$ cat config.mk
export PLATFORM = sky130hd
export DESIGN_NAME = mem_arbiter
export DESIGN_NICKNAME = d
export VERILOG_FILES = /design/src/rtl/mem_arbiter.sv
export SDC_FILE = /design/constraint.sdc
export NUM_CORES = 1
export LEC_CHECK = 0
export ABC_AREA = 1
export CAP_MARGIN = 5
export CORE_AREA = 4 4 208 210
export CTS_CLUSTER_DIAMETER = 80
export CTS_CLUSTER_SIZE = 28
export DETAILED_ROUTE_END_ITERATION = 12
export DIE_AREA = 0 0 212 214
export GPL_TIMING_DRIVEN = 0
export PLACE_DENSITY = 0.53
export SLEW_MARGIN = 30
export SYNTH_ARGS = -nofsm -noshare
export SYNTH_HDL_FRONTEND = slang
export SYNTH_SLANG_ARGS = --single-unit
$ cat constraint.sdc
create_clock -name clk -period 1.8 [get_ports clk]
set_input_delay 0.54 -clock clk [delete_from_list [all_inputs] [get_ports clk]]
set_output_delay 0.54 -clock clk [all_outputs]
set_load 0.03 [all_outputs]
$ cat src/rtl/mem_arbiter.sv
// mem_arbiter: shares one RAM read/write port between an instruction-fetch (IF)
// requester and a load/store (LS) requester.
//
// Build option: MEM_ARB_RR_EN -- when defined, simultaneous requests in IDLE
// alternate between the two requesters (round-robin). When it is undefined,
// LS always wins.
//
// State   | meaning
// --------+---------------------------------------------------------------
// S_IDLE  | no access in flight; grants a request and latches its fields
// S_ISSUE | ram_rw_cen_o high for this single cycle
// S_WAIT  | waiting for ram_rw_ready_i, bounded by TIMEOUT cycles
//
// On a timeout, the owner's valid pulse comes from a registered flag in the
// first cycle back in IDLE. err_o is also high in that cycle. No new grant is
// made in that cycle, because the owner is still holding its request at the
// point where it sees its valid.
module mem_arbiter #(
  parameter int TIMEOUT = 16
) (
  input  logic        clk,
  input  logic        rst_n,
  input  logic        if_req_i,
  input  logic [63:0] if_addr_i,
  input  logic [2:0]  if_size_i,
  output logic        if_valid_o,
  output logic [63:0] if_data_o,
  input  logic        ls_req_i,
  input  logic        ls_wen_i,
  input  logic [63:0] ls_addr_i,
  input  logic [63:0] ls_wdata_i,
  input  logic [7:0]  ls_wmask_i,
  input  logic [2:0]  ls_size_i,
  output logic        ls_valid_o,
  output logic [63:0] ls_data_o,
  output logic        ram_rw_cen_o,
  output logic        ram_rw_wen_o,
  output logic [63:0] ram_rw_addr_o,
  output logic [63:0] ram_rw_wdata_o,
  output logic [7:0]  ram_rw_wmask_o,
  output logic [2:0]  ram_rw_size_o,
  input  logic        ram_rw_ready_i,
  input  logic [63:0] ram_rw_data_i,
  output logic        err_o
);

  localparam int CW = $clog2(TIMEOUT + 1);
  localparam logic [CW-1:0] CNT_LAST = CW'(TIMEOUT - 1);

  typedef enum logic [1:0] {
    S_IDLE  = 2'd0,
    S_ISSUE = 2'd1,
    S_WAIT  = 2'd2
  } state_t;

  // owner encoding: 0 = IF, 1 = LS
  state_t          r_state;
  logic            r_owner;
  logic [CW-1:0]   r_cnt;
  logic            r_err;
  logic            r_to_valid;
  logic            r_cen;
  logic            r_wen;
  logic [63:0]     r_addr;
  logic [63:0]     r_wdata;
  logic [7:0]      r_wmask;
  logic [2:0]      r_size;
`ifdef MEM_ARB_RR_EN
  logic            r_last_owner;
`endif

  logic            w_any_req;
  logic            w_grant_ls;
  logic            w_ram_done;
  logic            w_done;
  logic [63:0]     w_rdata;

  assign w_any_req = if_req_i | ls_req_i;

`ifdef MEM_ARB_RR_EN
  // On contention, grant whichever requester did not own the previous access.
  assign w_grant_ls = (if_req_i & ls_req_i) ? ~r_last_owner : ls_req_i;
`else
  assign w_grant_ls = ls_req_i;
`endif

  // Sequencer: grant and latch in IDLE, single-cycle issue, bounded wait.
  always_ff @(posedge clk or negedge rst_n) begin
    if (!rst_n) begin
      r_state    <= S_IDLE;
      r_owner    <= 1'b0;
      r_cnt      <= '0;
      r_err      <= 1'b0;
      r_to_valid <= 1'b0;
      r_cen      <= 1'b0;
      r_wen      <= 1'b0;
      r_addr     <= '0;
      r_wdata    <= '0;
      r_wmask    <= '0;
      r_size     <= '0;
`ifdef MEM_ARB_RR_EN
      r_last_owner <= 1'b0;
`endif
    end else begin
      r_to_valid <= 1'b0;
      case (r_state)
        S_IDLE: begin
          if (w_any_req && !r_to_valid) begin
            r_state <= S_ISSUE;
            r_owner <= w_grant_ls;
            r_cen   <= 1'b1;
`ifdef MEM_ARB_RR_EN
            r_last_owner <= w_grant_ls;
`endif
            if (w_grant_ls) begin
              r_wen   <= ls_wen_i;
              r_addr  <= ls_addr_i;
              r_wdata <= ls_wdata_i;
              r_wmask <= ls_wmask_i;
              r_size  <= ls_size_i;
            end else begin
              r_wen   <= 1'b0;
              r_addr  <= if_addr_i;
              r_wdata <= '0;
              r_wmask <= '0;
              r_size  <= if_size_i;
            end
          end
        end
        S_ISSUE: begin
          r_cen   <= 1'b0;
          r_cnt   <= '0;
          r_state <= S_WAIT;
        end
        S_WAIT: begin
          if (ram_rw_ready_i) begin
            r_state <= S_IDLE;
          end else if (r_cnt == CNT_LAST) begin
            r_state    <= S_IDLE;
            r_err      <= 1'b1;
            r_to_valid <= 1'b1;
          end else begin
            r_cnt <= r_cnt + 1'b1;
          end
        end
        default: r_state <= S_IDLE;
      endcase
    end
  end

  assign w_ram_done = (r_state == S_WAIT) && ram_rw_ready_i;
  assign w_done     = w_ram_done | r_to_valid;
  assign w_rdata    = r_to_valid ? 64'd0 : ram_rw_data_i;

  assign if_valid_o = w_done & ~r_owner;
  assign ls_valid_o = w_done & r_owner;
  assign if_data_o  = w_rdata;
  assign ls_data_o  = w_rdata;

  assign ram_rw_cen_o   = r_cen;
  assign ram_rw_wen_o   = r_wen;
  assign ram_rw_addr_o  = r_addr;
  assign ram_rw_wdata_o = r_wdata;
  assign ram_rw_wmask_o = r_wmask;
  assign ram_rw_size_o  = r_size;
  assign err_o          = r_err;

endmodule

# ---- Word-level counts from Yosys, hierarchy flattened
# Cells that the tools add are included.
# Widths: inputs -> output; s select.
dict set report word_totals {
  ff_bits 151
  wordCells 54
}
dict set report classes {
  reduce_logical 11
  n_mux 18
  eq_ne 7
  n_bitwise 6
  add_sub_neg 1
}
# cell n
set ops {}
lappend ops {{$mux 64} 3}
lappend ops {{$mux 5} 2}
lappend ops {{$pmux 5 s2} 1}
lappend ops {{$mux 8} 1}
lappend ops {{$mux 2} 3}
lappend ops {{$ne 2x2->1 const B} 3}
lappend ops {{$pmux 2 s3} 1}
lappend ops {{$reduce_and 2->1} 3}
lappend ops {{$reduce_and 3->1} 2}
lappend ops {{$add 5x1->5 const B} 1}
lappend ops {{$eq 5x4->1 const B} 1}
lappend ops {{$mux 1} 5}
lappend ops {{$reduce_bool 2->1} 2}
lappend ops {{$mux 3} 1}
lappend ops {{$ne 3x3->1 const B} 1}
lappend ops {{$and 1x1->1} 2}
lappend ops {{$eq 2x1->1 const B} 1}
lappend ops {{$eq 2x2->1 const B} 1}
lappend ops {{$logic_and 1x1->1} 2}
lappend ops {{$logic_not 2->1} 1}
lappend ops {{$not 1->1} 2}
lappend ops {{$or 1x1->1} 2}
lappend ops {{$pmux 1 s2} 1}
lappend ops {{$logic_not 1->1} 1}

# ---- Longest topological paths before layout
dict set report depth {
  ltp_word 4
  mapped_depth 9
  ltp_nobuf 9
}

# ---- Worst setup path after synthesis
# OpenSTA, ideal clock, no wires.
dict set report synth_path {
  path_kind {reg2out}
  start {register r_to_valid}
  end {output ls_data_o[13]}
  t_required_ns 1.260
  setup_slack_ns -0.226
  path_stages_with_launch 5
  arrival_ns 1.486
  path_cell_list {dfrtp_1 -> clkbuf_1 -> buf_2 -> nor2_1 -> buf_4}
}
dict set report synth_between {
  elab_chain_cells 1
}
# item line
set synth_rtl {}
lappend synth_rtl {{start: declaration} 61} ;# logic r_to_valid;
lappend synth_rtl {{start signal: assignment} 94} ;# r_to_valid <= 1'b0;
lappend synth_rtl {{start signal: assignment} 105} ;# r_to_valid <= 1'b0;
lappend synth_rtl {{start signal: assignment} 141} ;# r_to_valid <= 1'b1;
lappend synth_rtl {{$mux 64} 153} ;# assign w_rdata = r_to_valid ? 64'd0 : ram_rw_data_i;
lappend synth_rtl {{end: declaration} 35} ;# output logic [63:0] ls_data_o,
# No other way between the ends.

# ---- Final worst setup path
dict set report layout_path {
  start {register r_to_valid}
  end {output ls_data_o[53]}
}
# Same word-level chain as after synthesis.

==> results by group <==
Timing
  – Headroom to the max-slew limit: 68.1%
  – Final setup skew: 0.00801 ns
  – Final worst slack: -0.389 ns
  – Final setup fails: 130
  – Fmax: 457 MHz
  – Pin slew with the least headroom to its limit: 0.478 ns
  – Final-report max-slew violation count: 0
  – Final Critical Period: 2.19 ns
  – RSZ-0062 raised after global routing: true
  – Count of endpoints failing hold in the final timing report: 0
  – Final critical-path share of the clock period: 122%

Place
  – Port Buf Inserts: 547
  – Routability-driven placement congestion ratio: 0.892
  – Final HPWL DP: 34600 um
  – Worst slack after detailed placement: -0.991 ns

Finish
  – Most frequent standard cell in the layout excluding fill and tap cells: nand2_1
  – Post-layout net count: 2044
  – Final core utilization: 38.7%
  – Synthesis-to-finish area growth: 90.7%
  – Most frequent cells in the layout: nand2_1, clkdlybuf4s50_1, dfrtp_1
  – Share of final-layout standard cells stronger than drive strength 1: 24.2%

Clock tree
  – Worst-Skew Late Latency: 0.44 ns
  – Library cell used as clock root buffer: clkbuf_16
  – Clock transition time at the flip-flop clock pins of the worst setup and hold paths: 0.06 ns
  – Number of buffers inserted during clock tree synthesis: 17
  – Total number of H-tree levels: 4
  – Clock sink total: 151
  – Clock tree from TritonCTS: done
  – Maximum count of clock buffers along a single path: 2

Logic synthesis
  – Proportion of synthesized chip area in sequential cells: 44.8%
  – Cell area after technology mapping: 0.00844 sq mm
  – Synth area leaders: dfrtp_1, nand2_1, buf_4, nand3b_1, inv_1
  – Avg Synthesized Cell Area: 7.23 sq um
  – Post-Synthesis Cells: 1168
  – Total of flip-flops plus latches after synthesis: 151
  – Synthesized net count: 1446
  – Synth area leader: dfrtp_1
  – Unique masters post-synth: 19
  – Warnings, synthesis: 0
  – Post-synth top area share: 44.8%

Die
  – Height of the chip: 214 um
  – Effective utilization at floorplan: 20.3%
  – Number of placement rows: 75
  – Number of I/O pins: 548
  – Floorplan Core Area: 0.0416 sq mm
  – Die area: 0.0454 sq mm
  – Chip Width: 212 um

Global routing
  – Global router's overall resource usage: 18.1%
  – Global-route wire length before repair: 61500 um
  – Initial antenna violation count: 10
  – Vias in the first global route: 9710
  – Largest net degree at the start of global routing: 72
  – Overflow left after global routing: 0

Pwr
  – P_leak: 8.28 nW
  – Peak VDD IR: 0.592 mV
  – Pwr dens: 1280 mW/mm^2

Worst setup path
  – Startpoint class of the critical path: flop
  – Endpoint kind of the worst setup timing path: output pin
  – Arrival time at the worst endpoint: 1.65 ns
  – Critical path data required time: 1.26 ns
  – Largest fanout on the critical path: 10
  – Category of the critical setup timing path: reg -> out

Route
  – DRC viols: 0
  – DR vias/cell: 4.08
  – DRT antenna net count: 0
  – Post-detailed-routing wire length: 42300 um
  – Count of routing violations after the opening detailed-route iteration: 465
  – Avg WL per Cell: 18.2 um
  – Count of vias placed by the detailed router: 9494
  – First-pass DRT Iterations: 5

Run
  – Total of max-cap violations: 0

Outcome
  – Status: finished with violations
  – Violations in the final reports: negative setup slack

Hold path
  – Worst min path class: reg -> reg
==> cells by family after synthesis <==
group	synth area share (%)
buffers and inverters	16.6
flip-flops	44.8
AO/OA/AOI/OAI	4.12
AND/OR/NAND/NOR	34.3
adder cells (fa/ha/maj)	0.296
==> through the flow <==
step	cell area [sq um]	cells	TNS, ns	hold WS (ns)	total power, W
global route	16100	2327	-45.26	0.488	0.0220
CTS	15800	2305	-42.75	0.468	0.0208
floorplan	8570	1168	-5.91	0.244	0.0121
finish	16100	2328	-36.11	0.464	0.0206
global placement	14700	2254	-1185.11	0.453	0.0180
detailed placement	14800	2256	-180.81	0.368	0.0181
==> layout make-up <==
cell class	count	area [sq um]
Fill cell	4315	25500
Timing Repair Buffer	580	5770
Sequential cell	151	3780
Multi-Input combinational cell	736	3770
Buffer	139	1020
Tap cell	539	674
Inverter	141	529
Clock buffer	22	454
Clock inverter	10	75.1
Antenna cell	10	25.0
==> state kept, by name, indices dropped and copies added (netlist names) <==
name and count:
ram_rw_addr_o 64, ram_rw_wdata_o 64, ram_rw_wmask_o 8, r_cnt 5, ram_rw_size_o 3, r_state 2, err_o 1, r_owner 1
r_to_valid 1, ram_rw_cen_o 1, ram_rw_wen_o 1
==> metal layers <==
metal	wire length (um)	vias to the layer above	global-route usage (%)
met5	0	-	0
met4	1150	0	6.48
met3	2930	43	5.08
met2	23200	355	34.2
met1	15000	4400	18.7
li1	-	4696	-
==> synthesized netlist by cell type (all sizes together) <==
library cell,count
ha,2
a21boi,1
a21oi,1
or2,3
dfrtp,151
o21ai,67
inv,141
clkbuf,13
nor2,71
nand3b,73
nand4,1
nand3,76
buf,127
nand2,441
==> worst paths after layout <==
path                                               start                        endpoint  slack [ns]  depth (start not counted)
setup / recovery                    r_to_valid$_DFF_PN0_                   ls_data_o[53]       -0.39                          5
hold / removal             ram_rw_addr_o[63]$_DFFE_PN0P_   ram_rw_addr_o[63]$_DFFE_PN0P_        0.46                          2
setup reg to reg                    r_to_valid$_DFF_PN0_  ram_rw_wdata_o[58]$_DFFE_PN0P_        0.13                          8
hold reg to reg            ram_rw_addr_o[63]$_DFFE_PN0P_   ram_rw_addr_o[63]$_DFFE_PN0P_        0.46                          2
max in group asynchronous                          rst_n   ram_rw_addr_o[46]$_DFFE_PN0P_        0.66                          3
min in group asynchronous                          rst_n   ram_rw_wmask_o[5]$_DFFE_PN0P_        0.52                          2
==> where the power goes <==
group          switching, W  total (W)  internal (W)
registers          0.000848    0.00580       0.00495
logic               0.00750     0.0114       0.00394
clock network       0.00152    0.00332       0.00180
total               0.00987     0.0206        0.0107
==> critical path: stages (launching register included) <==
cell and delay (ns):
dfrtp_2 0.42, clkbuf_16 0.18, buf_16 0.17, nor2_4 0.18, buf_4 0.15, buf_6 0.12
==> what timing repair did <==
item,in CTS,in global routing
hold endpoints to repair,11,0
hold buffers,1,0
pin swaps,15,24
buffers inserted,15,14
cloned,1,0
setup endpoints to repair,378,236
gates resized for setup,1165,133
(Power assumes the default switching activity.)
